[config.mk]
export PLATFORM = sky130hd
export DESIGN_NAME = sfp_norm_ctrl_flat
export DESIGN_NICKNAME = d
export VERILOG_FILES = /design/src/rtl/sfp_norm_ctrl_if.sv /design/src/rtl/sfp_norm_ctrl.sv /design/src/flat_wrapper.sv
export SDC_FILE = /design/constraint.sdc
export NUM_CORES = 1
export LEC_CHECK = 0
export ABC_AREA = 1
export BUFFER_PORTS_ARGS = -buffer_cell sky130_fd_sc_hd__buf_2
export CORE_MARGIN = 4
export CORE_UTILIZATION = 30
export CTS_CLUSTER_SIZE = 25
export DETAILED_ROUTE_END_ITERATION = 8
export SYNTH_ARGS = -nofsm -noshare
export SYNTH_HDL_FRONTEND = slang
export SYNTH_SLANG_ARGS = --single-unit
export TNS_END_PERCENT = 1
[constraint.sdc]
create_clock -name clk -period 1.7 [get_ports clk]
set_input_delay 0.17 -clock clk [delete_from_list [all_inputs] [get_ports clk]]
set_output_delay 0.17 -clock clk [all_outputs]
set_load 0.005 [all_outputs]
[src/rtl/sfp_norm_ctrl_if.sv]
// sfp_norm_ctrl_if: handshake, memory and SFP control bundle of the
// normalization-row sequencer. The master side is the sequencer itself,
// the slave side is the surrounding core (start source, memories, SFP, peer).
interface sfp_norm_ctrl_if #(
  parameter int addr_bw = 4
);
  logic               start;
  logic               pass_mode;
  logic               busy;
  logic               done;
  logic               err;
  logic               pmem_rd;
  logic [addr_bw-1:0] pmem_addr;
  logic               acc;
  logic               div;
  logic               pass_through;
  logic               fifo_ext_rd;
  logic               sync_out;
  logic               sync_in;
  logic               sfp_valid;
  logic               omem_wr;
  logic [addr_bw-1:0] omem_addr;

  modport master (
    input  start, pass_mode, sync_in, sfp_valid,
    output busy, done, err, pmem_rd, pmem_addr, acc, div, pass_through,
           fifo_ext_rd, sync_out, omem_wr, omem_addr
  );

  modport slave (
    output start, pass_mode, sync_in, sfp_valid,
    input  busy, done, err, pmem_rd, pmem_addr, acc, div, pass_through,
           fifo_ext_rd, sync_out, omem_wr, omem_addr
  );
endinterface

[src/rtl/sfp_norm_ctrl.sv]
// sfp_norm_ctrl: per-row sequencer for one core's SFP normalization row.
// Reads a psum row, accumulates it, exchanges the row sum with the peer core,
// divides, waits for the divider and writes the output row. Pass mode skips
// accumulate/divide and streams rows straight through (2 cycles per row).
// All outputs come straight from flops; they are decoded from the next state
// so that each output lines up with the state it belongs to.
module sfp_norm_ctrl #(
  parameter int num_rows   = 8,
  parameter int addr_bw    = 4,
  parameter int tmo_cycles = 64
) (
  input  logic            clk,
  input  logic            reset,
  sfp_norm_ctrl_if.master bus
);

  localparam int CNT_W = $clog2(tmo_cycles + 1);

  localparam logic [addr_bw-1:0] LAST_ROW = addr_bw'(num_rows - 1);
  localparam logic [addr_bw-1:0] ROW_STEP = {{(addr_bw-1){1'b0}}, 1'b1};
  localparam logic [CNT_W-1:0]   TMO_LAST = CNT_W'(tmo_cycles - 1);
  // stale-valid guard: WAIT cycles 0..2 ignore sfp_valid
  localparam logic [CNT_W-1:0]   GUARD    = CNT_W'(3);
  localparam logic [CNT_W-1:0]   CNT_STEP = {{(CNT_W-1){1'b0}}, 1'b1};

  typedef enum logic [3:0] {
    ST_IDLE = 4'd0,
    ST_RD   = 4'd1,
    ST_ACC1 = 4'd2,
    ST_ACC2 = 4'd3,
    ST_SYNC = 4'd4,
    ST_DIV  = 4'd5,
    ST_WAIT = 4'd6,
    ST_WB   = 4'd7,
    ST_DONE = 4'd8
  } state_t;

  state_t             state_r;
  state_t             state_nxt_s;
  logic [addr_bw-1:0] row_r;
  logic [addr_bw-1:0] row_nxt_s;
  logic               mode_r;
  logic               mode_nxt_s;
  logic               err_r;
  logic               err_nxt_s;
  logic [CNT_W-1:0]   cnt_r;
  logic [CNT_W-1:0]   cnt_nxt_s;

  logic               busy_r;
  logic               done_r;
  logic               pmem_rd_r;
  logic               acc_r;
  logic               div_r;
  logic               pass_r;
  logic               sync_out_r;
  logic               omem_wr_r;

  // Next-state, row, mode and sticky-error decision for the row sequencer.
  always_comb begin
    state_nxt_s = state_r;
    row_nxt_s   = row_r;
    mode_nxt_s  = mode_r;
    err_nxt_s   = err_r;
    case (state_r)
      ST_IDLE: begin
        if (bus.start) begin
          state_nxt_s = ST_RD;
          row_nxt_s   = '0;
          mode_nxt_s  = bus.pass_mode;
          err_nxt_s   = 1'b0;
        end else begin
          state_nxt_s = ST_IDLE;
        end
      end
      ST_RD: begin
        if (mode_r) begin
          state_nxt_s = ST_WB;
        end else begin
          state_nxt_s = ST_ACC1;
        end
      end
      ST_ACC1: state_nxt_s = ST_ACC2;
      ST_ACC2: state_nxt_s = ST_SYNC;
      ST_SYNC: begin
        // both cores see the overlap in the same cycle and leave together
        if (sync_out_r && bus.sync_in) begin
          state_nxt_s = ST_DIV;
        end else if (cnt_r == TMO_LAST) begin
          state_nxt_s = ST_DONE;
          err_nxt_s   = 1'b1;
        end else begin
          state_nxt_s = ST_SYNC;
        end
      end
      ST_DIV: state_nxt_s = ST_WAIT;
      ST_WAIT: begin
        if ((cnt_r >= GUARD) && bus.sfp_valid) begin
          state_nxt_s = ST_WB;
        end else if (cnt_r == TMO_LAST) begin
          state_nxt_s = ST_DONE;
          err_nxt_s   = 1'b1;
        end else begin
          state_nxt_s = ST_WAIT;
        end
      end
      ST_WB: begin
        if (row_r == LAST_ROW) begin
          state_nxt_s = ST_DONE;
        end else begin
          state_nxt_s = ST_RD;
          row_nxt_s   = row_r + ROW_STEP;
        end
      end
      ST_DONE: state_nxt_s = ST_IDLE;
      default: state_nxt_s = ST_IDLE;
    endcase
  end

  // Dwell counter for SYNC/WAIT: zero on entry, counts while the state is held.
  always_comb begin
    cnt_nxt_s = '0;
    if ((state_nxt_s == state_r) && ((state_r == ST_SYNC) || (state_r == ST_WAIT))) begin
      cnt_nxt_s = cnt_r + CNT_STEP;
    end else begin
      cnt_nxt_s = '0;
    end
  end

  // Sequencer state and registered outputs decoded from the next state.
  always_ff @(posedge clk) begin
    if (reset) begin
      state_r    <= ST_IDLE;
      row_r      <= '0;
      mode_r     <= 1'b0;
      err_r      <= 1'b0;
      cnt_r      <= '0;
      busy_r     <= 1'b0;
      done_r     <= 1'b0;
      pmem_rd_r  <= 1'b0;
      acc_r      <= 1'b0;
      div_r      <= 1'b0;
      pass_r     <= 1'b0;
      sync_out_r <= 1'b0;
      omem_wr_r  <= 1'b0;
    end else begin
      state_r    <= state_nxt_s;
      row_r      <= row_nxt_s;
      mode_r     <= mode_nxt_s;
      err_r      <= err_nxt_s;
      cnt_r      <= cnt_nxt_s;
      busy_r     <= (state_nxt_s != ST_IDLE);
      done_r     <= (state_nxt_s == ST_DONE);
      pmem_rd_r  <= (state_nxt_s == ST_RD);
      acc_r      <= (state_nxt_s == ST_ACC1) || (state_nxt_s == ST_ACC2);
      div_r      <= (state_nxt_s == ST_DIV);
      sync_out_r <= (state_nxt_s == ST_SYNC);
      omem_wr_r  <= (state_nxt_s == ST_WB);
      pass_r     <= (state_nxt_s != ST_IDLE) ? mode_nxt_s : 1'b0;
    end
  end

  // The row register is held from RD through WB, so it drives both addresses.
  assign bus.busy         = busy_r;
  assign bus.done         = done_r;
  assign bus.err          = err_r;
  assign bus.pmem_rd      = pmem_rd_r;
  assign bus.pmem_addr    = row_r;
  assign bus.acc          = acc_r;
  assign bus.div          = div_r;
  assign bus.pass_through = pass_r;
  assign bus.fifo_ext_rd  = 1'b0;
  assign bus.sync_out     = sync_out_r;
  assign bus.omem_wr      = omem_wr_r;
  assign bus.omem_addr    = row_r;

endmodule

[src/flat_wrapper.sv]
// flat-port wrapper written by rule: the top's interface ports become plain ports
module sfp_norm_ctrl_flat 
#(
  parameter int num_rows   = 8,
  parameter int addr_bw    = 4,
  parameter int tmo_cycles = 64
)
  (clk, reset, bus_start, bus_pass_mode, bus_sync_in, bus_sfp_valid, bus_busy, bus_done, bus_err, bus_pmem_rd, bus_pmem_addr, bus_acc, bus_div, bus_pass_through, bus_fifo_ext_rd, bus_sync_out, bus_omem_wr, bus_omem_addr);
  sfp_norm_ctrl_if #(.addr_bw(addr_bw)) bus_i ();
  input  logic clk;
  input  logic reset;
  input wire logic [$bits(bus_i.start)-1:0] bus_start;
  input wire logic [$bits(bus_i.pass_mode)-1:0] bus_pass_mode;
  input wire logic [$bits(bus_i.sync_in)-1:0] bus_sync_in;
  input wire logic [$bits(bus_i.sfp_valid)-1:0] bus_sfp_valid;
  output wire logic [$bits(bus_i.busy)-1:0] bus_busy;
  output wire logic [$bits(bus_i.done)-1:0] bus_done;
  output wire logic [$bits(bus_i.err)-1:0] bus_err;
  output wire logic [$bits(bus_i.pmem_rd)-1:0] bus_pmem_rd;
  output wire logic [$bits(bus_i.pmem_addr)-1:0] bus_pmem_addr;
  output wire logic [$bits(bus_i.acc)-1:0] bus_acc;
  output wire logic [$bits(bus_i.div)-1:0] bus_div;
  output wire logic [$bits(bus_i.pass_through)-1:0] bus_pass_through;
  output wire logic [$bits(bus_i.fifo_ext_rd)-1:0] bus_fifo_ext_rd;
  output wire logic [$bits(bus_i.sync_out)-1:0] bus_sync_out;
  output wire logic [$bits(bus_i.omem_wr)-1:0] bus_omem_wr;
  output wire logic [$bits(bus_i.omem_addr)-1:0] bus_omem_addr;
  assign bus_i.start = bus_start;
  assign bus_i.pass_mode = bus_pass_mode;
  assign bus_i.sync_in = bus_sync_in;
  assign bus_i.sfp_valid = bus_sfp_valid;
  assign bus_busy = bus_i.busy;
  assign bus_done = bus_i.done;
  assign bus_err = bus_i.err;
  assign bus_pmem_rd = bus_i.pmem_rd;
  assign bus_pmem_addr = bus_i.pmem_addr;
  assign bus_acc = bus_i.acc;
  assign bus_div = bus_i.div;
  assign bus_pass_through = bus_i.pass_through;
  assign bus_fifo_ext_rd = bus_i.fifo_ext_rd;
  assign bus_sync_out = bus_i.sync_out;
  assign bus_omem_wr = bus_i.omem_wr;
  assign bus_omem_addr = bus_i.omem_addr;
  sfp_norm_ctrl #(.num_rows(num_rows), .addr_bw(addr_bw), .tmo_cycles(tmo_cycles)) u_core (.clk(clk), .reset(reset), .bus(bus_i));
endmodule
-- Yosys cells after proc, flatten, opt, wreduce, memory -nomap -nowiden
Cells that the tools add are included.
- add/subtract/negate cells: 2
- order comparisons: 1
- eq/ne operators: 21
- mux-type cells: 18
- bitwise logic cells: 2
- reductions and logical operators: 13
- operators by type and width (kind ; number):
    equality test 4 x 3 -> 1 bit (second input constant) ; 8
    case mux 4 bit (8 select lines) ; 1
    2-to-1 mux 4 bit ; 7
    equality test 4 x 2 -> 1 bit (second input constant) ; 4
    equality test 4 x 1 -> 1 bit (second input constant) ; 2
    != test 2 bit (second input constant) ; 4
    case mux 4 bit (2 select lines) ; 1
    adder 7 x 1 -> 7 bit (second input constant) ; 1
    equality test 7 x 6 -> 1 bit (second input constant) ; 1
    >= comparator 7 x 2 -> 1 bit (second input constant) ; 1
    2-to-1 mux 1 bit ; 7
    adder 4 x 1 -> 4 bit (second input constant) ; 1
    equality test 4 bit ; 1
    equality test 4 bit (second input constant) ; 1
    logical NOT 4 bit ; 1
    AND reduction 4 bit ; 1
    nonzero test 4 bit ; 1
    OR reduction 2 bit ; 2
    logical AND 1 bit ; 3
    2-to-1 mux 3 bit ; 1
    case mux 1 bit (3 select lines) ; 1
    AND reduction 3 bit ; 1
    nonzero test 3 bit ; 1
    logical OR 1 bit ; 2
    2 further kinds ; 3
- register bits after elaboration: 25
- input port bits: 6
- output and inout port bits: 18
- logic and storage cells: 70

-- Longest topological paths before layout
Gate-level depths: netlist (run 1).
- depth after elaboration: 8
- depth in mapped cells: 12
- mapped depth without buffers: 12

-- Worst setup path before layout (run 1)
OpenSTA, ideal clock, no wires.
- path type: register to register
- start point: register u_core.cnt_r[0]
- end point: register u_core.busy_r (netlist: u_core.bus.busy)
- setup time: 0.128 ns
- data arrival time: 1.303 ns
- required time: 1.572 ns
- path slack: 0.269 ns
- cell stages (with the launch flop): 10
- buffers on the path: 0
- period minus slack after synthesis: 1.431 ns
- path through: dfxtp_1 > ha_1 > nor2_1 > nand2_1 > o21ai_1 > nand2_1 > nand2_1 > nand3_2 > nor2_1 > a21oi_1
- cells in the longest elaborated chain, start to end: 5
- elaborated cells on any way between the ends: 9
- classes of those cells: order compare: 1; eq/ne: 1; mux: 5; reduce/logical: 2
- ends and longest elaborated chain (what ; line ; RTL):
    start: declaration ; sfp_norm_ctrl.sv:46 ; logic [CNT_W-1:0] cnt_r;
    start signal: assignment ; sfp_norm_ctrl.sv:150 ; cnt_r <= cnt_nxt_s;
    >= comparator 7 x 2 -> 1 bit / equality test 7 x 6 -> 1 bit (equally long branches) ; sfp_norm_ctrl.sv:97, sfp_norm_ctrl.sv:88, sfp_norm_ctrl.sv:99 ;
    logical AND 1 bit, or another cell as far along ; sfp_norm_ctrl.sv:97 ; if ((cnt_r >= GUARD) && bus.sfp_valid) begin
    2-to-1 mux 4 bit (on tied branches) ; sfp_norm_ctrl.sv:97, sfp_norm_ctrl.sv:86 ;
    case mux 4 bit (8 select lines) (*) ; sfp_norm_ctrl.sv:64 ; case (state_r)
    nonzero test 4 bit (*) ; sfp_norm_ctrl.sv:151 ; busy_r <= (state_nxt_s != ST_IDLE);
    end signal: assignment ; sfp_norm_ctrl.sv:151 ;
    end: declaration ; sfp_norm_ctrl.sv:49 ; logic busy_r;
Mark *: on every way between the ends. The rest lies on a longest branch, timed or not.
A chain may end at the register's enable or synchronous reset.

-- Worst setup path after layout (run 1)
- start point: register u_core.cnt_r[0]
- end point: register u_core.cnt_r[6]
- cells in the longest elaborated chain, start to end: 8
- elaborated cells on any way between the ends: 13
- classes of those cells: add/sub: 1; order compare: 1; eq/ne: 2; mux: 5; bitwise: 1; reduce/logical: 3
- ends and longest elaborated chain (what ; line ; RTL):
    >= comparator 7 x 2 -> 1 bit / equality test 7 x 6 -> 1 bit (equally long branches) ; sfp_norm_ctrl.sv:97, sfp_norm_ctrl.sv:88, sfp_norm_ctrl.sv:99 ;
    logical AND 1 bit, or another cell as far along ; sfp_norm_ctrl.sv:97 ;
    2-to-1 mux 4 bit (on tied branches) ; sfp_norm_ctrl.sv:97, sfp_norm_ctrl.sv:86 ;
    case mux 4 bit (8 select lines) ; sfp_norm_ctrl.sv:64 ;
    equality test 4 bit ; sfp_norm_ctrl.sv:122 ; if ((state_nxt_s == state_r) && ((state_r == ST_SYNC) || (state_r == ST_WAIT))) begin
    logical AND 1 bit ; sfp_norm_ctrl.sv:122 ;
    inverter 1 bit (no line) ; -- ;
    OR reduction 2 bit (no line) ; -- ;
Several ways; a longest one is shown, not always the timed one.

==> flow_summary.toml, run 1 <==
[yosys]
ys_ff_latch = 25
yosys_warnings = 0
syn-mean-instance-area_um2 = 7.34
netlist_area_mm2 = 0.00118
ys_seq_area_frac = 0.423
netlist_instances = 161
synth_fp_nets = 169
yosysUniqueCellTypes = 27

[global_route]
overflow = 0
antenna_found_initial = 0
grt_pass1_vias = 1022
grt_pass1_wl_um = 4470
grt_max_degree = 14
grt_usage = 0.109

[clock_network]
cts_num_sinks = 25
cts_max_level = 1
cts_tree = "yes"
cts_made_buffers = 3
clk_pin_slew_worst_paths_ps = 80
cts_buffer_depth = 2
clk_latency_ps = 260
cts_root_buffer = "clkbuf_8"

[layout]
n_antenna_cell = 0
final_cell_count_no_fill = 232
fin_area_mm2 = 0.00141
fin_nets = 193
area_growth_syn_to_layout_pct = 18.9
drive_gt1_frac = 0.245

[placed_design]
dpl_cell_area_mm2 = 0.00133
numPortBuffers = 22
detailed_place_hpwl_um = 1900
preCtsSetupSlack_ps = 138
dp_cells = 227
routabilityCongestion = 0.799

[power_and_ir_drop]
p_sw_frac = 0.358
pwr-share-seq = 0.460
p_per_area_mw_per_mm2 = 1160
intPower_mw = 1.05
p_switching_mw = 0.584
power_leakage_nw = 0.643
p_comb_frac = 0.328
vdd_drop_max_uv = 474
clockPowerShare = 0.212

[setup_path]
criticalPathCategory = "flip-flop to flip-flop"
crit_path_start_kind = "flip-flop"
worstPathArrival_ps = 1750
cp_max_fo = 7
required_ps = 1860
crit_path_end_kind = "flip-flop"

[timing]
fin_skew_ps = 3.99
hold_viol = 0
fin_tns_setup_ps = 0
finalSetupViolCount = 0
clock.fmax_mhz = 631
maxSlewViolCount = 0
rsz0062_at_grt = "true"
final_min_period_over_clock_period = 0.933
layout_setup_ws_ps = 115
whs_ps = 171
fin_crit_ps = 1590

[flow_run]
cap_violations = 0

[floorplanning]
fp.coreArea_mm2 = 0.00374
rows = 22
initial_core_util = 0.316
die_x_um = 70.8
io_pins = 24
die_h_um = 70.8
die_area_mm2 = 0.00501

[drt]
wl_per_cell_um = 10.7
dr.pass1.iters = 4
routed_via_density = 4.44
via_count = 1029
first_iter_violations = 65
drc_errors = 0
ant_nets = 0
drt_wl_total_um = 2480

[worst_hold_path]
hold_class = "input port to flip-flop"

[run_status]
status = "finished, final reports clean"
-- worst max-delay path, cell delays in order (launching register included) --
cell     delay (ps)
dfxtp_1         400
ha_4            180
nand3_4         100
nor3_4          260
nand3_1         100
nand2_1          70
inv_1            40
nand2_1         100
inv_1           100
nand3_4         110
nor2_1           50
-- flip-flops by register name, summed over array words and instances (netlist names) --
| name | cells |
|---|---|
| u_core.bus.acc | 1 |
| u_core.bus.busy | 1 |
| u_core.bus.div | 1 |
| u_core.bus.done | 1 |
| u_core.bus.err | 1 |
| u_core.bus.omem_addr | 4 |
| u_core.bus.omem_wr | 1 |
| u_core.bus.pass_through | 1 |
| u_core.bus.pmem_rd | 1 |
| u_core.bus.sync_out | 1 |
| u_core.cnt_r | 7 |
| u_core.mode_r | 1 |
| u_core.state_r | 4 |
-- metrics by stage --
step | total power, mW | util
3_3_place_gp | 1.30 | 0.354
5_1_grt | 1.77 | 0.376
3_5_place_dp | 1.30 | 0.354
6_report | 1.63 | 0.376
2_1_floorplan | 1.14 | -
4_1_cts | 1.64 | 0.366
-- routing by layer --
metal,global-route usage,wire [um],up-vias
met5,0,0,-
met4,0.0605,76,0
met3,0.0227,115,7
met2,0.168,1090,24
met1,0.142,1200,449
li1,-,-,549
-- path summary, 6_finish.rpt --
path	start	to	slack [ps]	cells after the start
setup / recovery	u_core.cnt_r[0]	u_core.cnt_r[6]	110	10
hold / removal	bus_pass_mode	u_core.mode_r	170	3
setup reg to reg	u_core.cnt_r[0]	u_core.cnt_r[6]	110	10
hold reg to reg	u_core.bus.err	u_core.bus.err	450	2
-- power groups by stage --
stage	Sequential, mW	Combinational, mW	Clock [mW]
global route	0.768	0.624	0.381
global placement	0.758	0.540	0
finish	0.750	0.535	0.345
floorplan	0.758	0.380	0
CTS	0.745	0.539	0.360
detailed placement	0.759	0.536	0
-- final cells by class --
class / count / area [um2]
clock buffer: 4 / 45.0
fill: 419 / 2340
inverter: 24 / 90.1
multi-input combinational: 106 / 573
sequential: 25 / 505
tap: 48 / 60.1
timing repair buffer: 25 / 133
-- Yosys cell counts (all sizes together) --
library cell / n / area [um2]
o211ai: 1 / 7.51
nand4: 2 / 18.8
nor2: 31 / 116
nand3b: 1 / 7.51
a21oi: 8 / 40.0
nor4: 1 / 6.26
ha: 2 / 25.0
o21ai: 3 / 15.0
o31a: 1 / 8.76
buf: 6 / 41.3
nor3: 8 / 56.3
xor2: 3 / 26.3
conb: 1 / 3.75
nand2: 31 / 119
inv: 24 / 90.1
nand3: 12 / 92.6
a211oi: 1 / 7.51
dfxtp: 25 / 500
-- cell families after synthesis --
| kind of cell | count (synthesis) | share of synthesized area |
|---|---|---|
| AO/OA/AOI/OAI | 14 | 0.0667 |
| XOR/XNOR | 3 | 0.0222 |
| adder cells (fa/ha/maj) | 2 | 0.0212 |
| buffers and inverters | 30 | 0.111 |
| flip-flops | 25 | 0.423 |
| other | 1 | 0.00317 |
| AND/OR/NAND/NOR | 86 | 0.352 |
-- cells in the final DEF, fill, tap and decap left out --
cell type  count
inv_1         20
clkbuf_8       3
buf_4          3
nand3_4        2
nand2_2        2
nand4_1        1
nand2_1       29
inv_2          4
clkbuf_1       1
xor2_1         3
nand3_2        3
nand4_2        1
o21ai_0        2
nor3_1         6
dfxtp_1       23
nor3_2         1
o21ai_1        1
dfxtp_4        1
dfxtp_2        1
conb_1         1
buf_2         22
ha_4           1
nand3b_1       1
nor3_4         1
o211ai_1       1
a211oi_1       1
nor2_1        31
ha_1           1
o31a_1         1
a21oi_1        8
nor4_1         1
nand3_1        7
-- timing repair --
| item | 4_1_cts | 5_1_grt |
|---|---|---|
| gates resized for setup | 0 | 7 |
| buffers inserted | 0 | 1 |
| hold buffers | 0 | 0 |
| hold endpoints to repair | 0 | 0 |
| setup endpoints to repair | 0 | 11 |
No activity file was read; power rests on OpenSTA's default activity.
==> run 2: changes to the inputs <==
Settings changed: CORE_UTILIZATION 30 to 50, PLACE_DENSITY set to 0.74.
==> run 2 against run 1 <==
- core utilization up 23 points
- combinational power decreased by 2%
- register-to-register slack gained 40 ps
- final cell count fell by 9.9%
- global-route usage increased by 4.3 points
- via count fell by 0.49%
- fmax rose by 2.8%
- setup slack better by 43 ps
- final area fell by 4.4%
- critical path depth is 3 lower
- sequential share of layout area grew 1.9 points
- largest power group unchanged
==> flow_summary.toml, run 2 (synthesis gave the netlist of run 1 again) <==
[run_status]
status = "finished, final reports clean"

[worst_hold_path]
hold_class = "input port to flip-flop"

[global_route]
grt_pass1_vias = 955
antenna_found_initial = 0
overflow = 0
grt_max_degree = 15
grt_pass1_wl_um = 3970
grt_usage = 0.152

[layout]
n_antenna_cell = 0
final_common_cell = "nand2_1"
fin_area_mm2 = 0.00134
drive_gt1_frac = 0.271
largest_reg_flops = 7
utilization = 0.602
fin_nets = 190
regMostFlops = "u_core.cnt_r"
final_cell_count_no_fill = 209
mostFrequentLayoutCells = "nand2_1, nor2_1, buf_2"
area_growth_syn_to_layout_pct = 13.7

[power_and_ir_drop]
power_leakage_nw = 0.623
p_per_area_mw_per_mm2 = 1140
vdd_drop_max_uv = 642
power_mw = 1.53

[timing]
whs_ps = 109
hold_viol = 0
clock.fmax_mhz = 648
maxSlewViolCount = 0
fin_crit_ps = 1540
finalSetupViolCount = 0
fin_skew_ps = 7.96
layout_setup_ws_ps = 157
fin_tns_setup_ps = 0
rsz0062_at_grt = "false"
final_min_period_over_clock_period = 0.907

[clock_network]
ctsHoldBuffers = 0
cts_root_buffer = "clkbuf_4"
clk_pin_slew_worst_paths_ps = 130
cts_setup_buffers = 0
cts_num_sinks = 25
cts_buffer_depth = 2
cts_made_buffers = 3
cts_max_level = 1
cts_tree = "yes"
clk_latency_ps = 310

[setup_path]
crit_path_end_kind = "flip-flop"
critPathMaxStageDelay_ps = 400
worstPathArrival_ps = 1770
criticalPathCategory = "flip-flop to flip-flop"
cp_top_family = "simple AND/OR/NAND/NOR gates"
required_ps = 1930
crit_path_start_kind = "flip-flop"
cp_max_fo = 5
crit_chain = "ha_4, nand3_2, nor3_4, nand2_1, nand2_1, nand3_2, nor3_1"
slowest_stage = "dfxtp_2"
crit_buf_inv = 0

[floorplanning]
die_x_um = 56.6
die_area_mm2 = 0.00321
die_h_um = 56.6
rows = 17
initial_core_util = 0.529
fp.coreArea_mm2 = 0.00223
io_pins = 24

[drt]
dr.max_layer_used = "met4"
dr_wl_met3_um = 83
via_count = 1024
dr.pass1.iters = 4
drc_errors = 0
ant_nets = 0
wl_per_cell_um = 10.8
routed_via_density = 4.90
wl_met1_um = 989
first_iter_violations = 34
wl_met2_um = 1130
drt_wl_total_um = 2250

[placed_design]
dpl_cell_area_mm2 = 0.00129
routabilityCongestion = 0.845
preCtsSetupSlack_ps = 103
numPortBuffers = 22
dp_cells = 205
detailed_place_hpwl_um = 1890

[flow_run]
cap_violations = 0
-- run 2: cell types whose count changed in the layout (fill, tap and decap cells not counted) --
cell / delta
buf_4: -3
clkinv_2: +1
nand3_2: +1
nand3_4: -1
clkbuf_8: -3
clkbuf_1: -1
nor2_2: +3
dfxtp_2: +2
dfxtp_1: -2
clkbuf_4: +3
inv_1: -1
nor2_1: -3
inv_2: +1
-- run 2: final cells by class --
| type | count | area (um2) |
|---|---|---|
| clock buffers | 3 | 22.5 |
| clock inverters | 1 | 5.00 |
| fillers | 230 | 890 |
| inverters | 24 | 90.1 |
| multi-input cells | 106 | 573 |
| flip-flops and latches | 25 | 508 |
| well taps | 28 | 35.0 |
| repair buffers | 22 | 110 |
-- run 2: report_power, final --
part | switching [mW] | internal (mW)
logic | 0.332 | 0.190
clock network | 0.169 | 0.0879
registers | 0.0693 | 0.682
-- run 2: worst paths after layout --
path,to,cells past startpoint,slack [ps],from
setup / recovery,u_core.bus.acc,7,160,u_core.cnt_r[0]
hold reg to reg,u_core.bus.err,2,460,u_core.bus.err
setup reg to reg,u_core.bus.acc,7,160,u_core.cnt_r[0]
hold / removal,u_core.bus.busy,2,110,reset
-- run 2: timing repair --
item                                    CTS  global route
endpoints found under the setup margin    0            13
resized for setup                         0            12
hold endpoints to repair                  0             0
-- run 2: routing by layer --
layer  vias up  track usage
met5         -            0
met4         0       0.0610
met3         6       0.0207
met2        23        0.264
met1       450        0.188
li1        545            -
